==> config.mk <==
export PLATFORM = sky130hd
export DESIGN_NAME = if_fetch_stage
export DESIGN_NICKNAME = d
export VERILOG_FILES = /design/src/rtl/if_fetch_stage.sv
export SDC_FILE = /design/constraint.sdc
export NUM_CORES = 1
export LEC_CHECK = 0
export ABC_AREA = 1
export BUFFER_PORTS_ARGS = -buffer_cell sky130_fd_sc_hd__clkbuf_2
export CAP_MARGIN = 20
export CORE_UTILIZATION = 30
export CTS_CLUSTER_DIAMETER = 30
export CTS_CLUSTER_SIZE = 30
export DETAILED_ROUTE_END_ITERATION = 8
export HOLD_SLACK_MARGIN = 0.15
export MAX_ROUTING_LAYER = met4
export RECOVER_POWER = 100
export SKIP_CTS_REPAIR_TIMING = 1
export SLEW_MARGIN = 20
export SYNTH_ARGS = -nofsm -noshare
export SYNTH_HDL_FRONTEND = slang
export SYNTH_SLANG_ARGS = --single-unit
==> constraint.sdc <==
create_clock -name clk -period 2.45 [get_ports clk]
set_input_delay 0.3675 -clock clk [delete_from_list [all_inputs] [get_ports clk]]
set_output_delay 0.3675 -clock clk [all_outputs]
set_load 0.02 [all_outputs]
==> src/rtl/if_fetch_stage.sv <==
// rtl/if_fetch_stage.sv - MIPS instruction-fetch stage: PC, req/ack imem port, IF/ID register
// Optional feature macro: IF_PERF_CNT_EN adds perf_fetch/perf_stall/perf_flush counters.
module if_fetch_stage #(
  parameter logic [31:0] RESET_PC = 32'h0000_0000,
  parameter int unsigned CNT_W    = 32
) (
  input  logic              clk,
  input  logic              rst_n,
  input  logic              cu_wpcir,
  input  logic              cu_branch,
  input  logic [31:0]       branch_target,
  output logic              imem_req,
  output logic [31:0]       imem_addr,
  input  logic              imem_ack,
  input  logic [31:0]       imem_rdata,
  output logic [31:0]       if_instr,
  output logic              if_valid,
  output logic [31:0]       id_instr,
  output logic [31:0]       id_pc4,
  output logic              id_valid
`ifdef IF_PERF_CNT_EN
  ,
  output logic [CNT_W-1:0]  perf_fetch,
  output logic [CNT_W-1:0]  perf_stall,
  output logic [CNT_W-1:0]  perf_flush
`endif
);

  typedef enum logic [1:0] {S_REQ, S_HOLD, S_DROP} state_t;

  state_t      state, state_nxt;
  logic [31:0] pc, pc_nxt;
  logic [31:0] drop_addr, drop_addr_nxt;
  logic [31:0] hold_buf, hold_buf_nxt;
  logic [31:0] id_instr_nxt, id_pc4_nxt;
  logic        id_valid_nxt;
  logic        first_cyc;
  logic        ack_eff;
  logic [31:0] pc_plus4;

  if (CNT_W < 1) begin : g_bad_cnt_w
  end

  // An ack in the first cycle after reset may belong to an abandoned access.
  assign ack_eff  = imem_ack & ~first_cyc;
  assign pc_plus4 = pc + 32'd4;

  always_comb begin
    imem_req  = 1'b0;
    imem_addr = pc;
    if_valid  = 1'b0;
    if_instr  = 32'h0;
    case (state)
      S_REQ: begin
        imem_req = rst_n;
        if_valid = ack_eff;
        if_instr = ack_eff ? imem_rdata : 32'h0;
      end
      S_HOLD: begin
        if_valid = 1'b1;
        if_instr = hold_buf;
      end
      S_DROP: begin
        imem_req  = rst_n;
        imem_addr = drop_addr;
      end
      default: begin
        imem_req = 1'b0;
      end
    endcase
  end

  always_comb begin
    state_nxt     = state;
    pc_nxt        = pc;
    drop_addr_nxt = drop_addr;
    hold_buf_nxt  = hold_buf;
    id_instr_nxt  = 32'h0;
    id_pc4_nxt    = id_pc4;
    id_valid_nxt  = 1'b0;
    if (cu_branch) begin
      pc_nxt = branch_target & ~32'd3;
      // An outstanding access must still complete at its original address.
      if (state != S_HOLD && !ack_eff) begin
        state_nxt = S_DROP;
        if (state == S_REQ) drop_addr_nxt = pc;
      end else begin
        state_nxt = S_REQ;
      end
    end else if (cu_wpcir && if_valid) begin
      if (state == S_REQ) begin
        hold_buf_nxt = imem_rdata;
        state_nxt    = S_HOLD;
      end
    end else if (if_valid) begin
      id_instr_nxt = if_instr;
      id_pc4_nxt   = pc_plus4;
      id_valid_nxt = 1'b1;
      pc_nxt       = pc_plus4;
      state_nxt    = S_REQ;
    end else if (state == S_DROP && ack_eff) begin
      state_nxt = S_REQ;
    end
  end

  always_ff @(posedge clk or negedge rst_n) begin
    if (!rst_n) begin
      state     <= S_REQ;
      pc        <= RESET_PC;
      drop_addr <= 32'h0;
      hold_buf  <= 32'h0;
      id_instr  <= 32'h0;
      id_pc4    <= 32'h0;
      id_valid  <= 1'b0;
      first_cyc <= 1'b1;
    end else begin
      state     <= state_nxt;
      pc        <= pc_nxt;
      drop_addr <= drop_addr_nxt;
      hold_buf  <= hold_buf_nxt;
      id_instr  <= id_instr_nxt;
      id_pc4    <= id_pc4_nxt;
      id_valid  <= id_valid_nxt;
      first_cyc <= 1'b0;
    end
  end

`ifdef IF_PERF_CNT_EN
  always_ff @(posedge clk or negedge rst_n) begin
    if (!rst_n) begin
      perf_fetch <= '0;
      perf_stall <= '0;
      perf_flush <= '0;
    end else begin
      if (id_valid_nxt)         perf_fetch <= perf_fetch + CNT_W'(1);
      if (cu_wpcir && if_valid) perf_stall <= perf_stall + CNT_W'(1);
      if (cu_branch)            perf_flush <= perf_flush + CNT_W'(1);
    end
  end
`endif

endmodule

==> flow_summary.yaml <==
cells_and_area:
  syn_to_final_growth_pct: 23.6
  post_route_cells_drive_above_1_share: 0.117
  fin_nets: 1222
  fillers: 2610
  num_antenna_cells: 0
  fin_util: 0.378
yosys:
  ys_seq_elements: 158
  ys_warn_count: 0
  synth-main-ff-cell: "dfrtp_1"
  synth-edff-count: 0
  netlist_area_mm2: 0.00746
  postSynthCellCount: 968
  avgSynthCellArea_um2: 7.71
  synthArstFlopShare: 1.00
  netlist.area_leader.share: 0.526
  synth_cell_types: 28
  synth_area_leaders: "dfrtp_1 (53%), nand2_1 (16%), inv_1 (6.0%)"
  yosys.area.top_type: "dfrtp_1"
  synthTopCellsByCount: "nand2_1 (317), dfrtp_1 (157), inv_1 (120)"
  synth_most_common_cell: "nand2_1"
  synth_seq_area_share: 0.530
timing:
  min_period_over_period: 0.937
  finalSetupTns_ns: 0
  finalClockSkew_ns: 0.0204
  rsz0062_at_grt: "no"
  setup_violations: 0
  max_freq_ghz: 0.436
  finalCriticalPeriod_ns: 2.29
  slew_headroom: -0.381
  report.final.slew_viol_count: 159
  hold_viol: 0
  worst_pin_slew_ns: 2.07
detailed_routing:
  wl_um: 20600
  drtPass1Iterations: 5
  vias: 6640
  drc_errors: 0
  ant_nets: 0
  wire_per_inst_um: 13.8
  vias_per_cell: 4.46
  drtIter0Drc: 413
place:
  portBuffers: 193
  gp_congestion: 0.813
  place_hpwl_um: 14700
worst_setup_path:
  cp_data_required_time_ns: 2.08
  crit_chain: "nor2_4 > nand2_2 > buf_6 > o21a_1 > inv_1 > clkbuf_1"
  cp_slowest_cell: "dfrtp_1"
  critPathCaptureType: "output port"
  slowest_delay_ns: 0.46
  cp.arrival_ns: 1.93
  crit_type: "reg -> out"
  startpoint_type: "flop"
  worstPathMaxFanout: 27
cts:
  cts_buffer_depth: 2
  cts_tree: "built"
  cts.sinks: 158
  clockRootBuffer: "clkbuf_16"
  insertion_delay_ns: 0.43
  htree_levels: 4
  cts_buffers: 17
  clkTransAtPathRegs_ns: 0.07
global_route:
  antenna_found_initial: 0
  grt_pass1_vias: 6228
  grt_pass1_wl_um: 33300
  grt_usage: 0.170
  grt_max_degree: 159
  grt-ovfl-total: 0
floorplan:
  core_mm2: 0.0244
  io_pins: 200
  die_h_um: 160
  rows: 57
  start_util: 0.306
  die_w_um: 160
  die-area_mm2: 0.0255
power:
  p_leak_nw: 4.85
  power_mw: 7.65
  irDropWorstVdd_mv: 0.415
  power_density_mw_per_mm2: 830
flow_run:
  maxCapViolations: 1
worst_hold_path:
  worstHoldPathType: "in -> reg"
run_status:
  status: "complete, but fails checks"
  failed_checks: "max-capacitance violations, max-slew violations"
## path summary, 6_finish.rpt
| check | start | end | slack [ns] | cells after the start |
|---|---|---|---|---|
| max reg2reg | state[1] | id_pc4[27] | 0.26 | 8 |
| max | state[1] | if_instr[14] | 0.16 | 6 |
| min | branch_target[4] | pc[4] | 0.16 | 3 |
| min in group asynchronous | rst_n | hold_buf[0] | 0.67 | 2 |
| max in group asynchronous | rst_n | pc[20] | 0.39 | 2 |
| min reg2reg | id_pc4[2] | id_pc4[2] | 0.47 | 2 |
## worst max-delay path: cells and delay by family (launching register included)
kind,cells,cell delay [ns]
AOI/OAI and AO/OA,1,0.23
buffers and inverters,3,0.49
DFF,1,0.46
and+or+nand+nor,2,0.32
## area by class of cell
type | instances | area [um2] | share of cell area
Clock inverter | 15 | 189 | 0.0205
Tap cell | 324 | 405 | 0.0439
Sequential cell | 158 | 3960 | 0.429
Timing Repair Buffer | 206 | 926 | 0.100
Inverter | 125 | 469 | 0.0509
Clock buffer | 17 | 425 | 0.0461
Multi-Input combinational cell | 644 | 2860 | 0.310
## metal layers
metal	part of all wire	up-vias	GRT usage
met4	0.014	0	0.0494
met2	0.46	220	0.260
met5	0	-	-
met3	0.050	21	0.0281
met1	0.48	3042	0.232
li1	-	3357	-
## cell families (layout without fill, tap and decap cells)
logic type	Yosys count	count (layout)	synth area share
xor gates and xnor gates	6	6	0.00704
adders and majority gates	1	1	0.00168
DFF	158	158	0.530
other	1	5	0.000502
buffers and inverters	170	363	0.0905
and+or+nand+nor	494	494	0.265
AOI/OAI and AO/OA	138	138	0.105
## power breakdown
part           switching [mW]  internal, mW
registers               0.290          3.07
logic                    1.05         0.474
clock network            1.29          1.48
total                    2.63          5.02
## stage by stage
step	area (um2)	setup slack [ns]	instances	hold WS [ns]
floorplan	7480	0.802	972	0.0719
global placement	8780	0.483	1457	0.459
detailed placement	8780	0.498	1457	0.458
CTS	9390	0.0266	1489	0.144
global route	9230	0.0174	1489	0.157
finish	9230	0.155	1489	0.160
## flip-flops by register name (all words and copies together), names as in the netlist
name       flops
hold_buf      32
id_valid       1
first_cyc      1
id_instr      32
state          2
pc            30
drop_addr     30
id_pc4        30
## placed cells by master, fill, tap and decap left out, drive strengths merged, types with 6 or more instances in the layout
master    n
nand2   320
clkbuf  216
dfrtp   157
inv     133
nor2    107
o21ai    70
nand3    63
o21a     32
a21oi    30
buf       7
xor2      6
(Power assumes the default switching activity.)
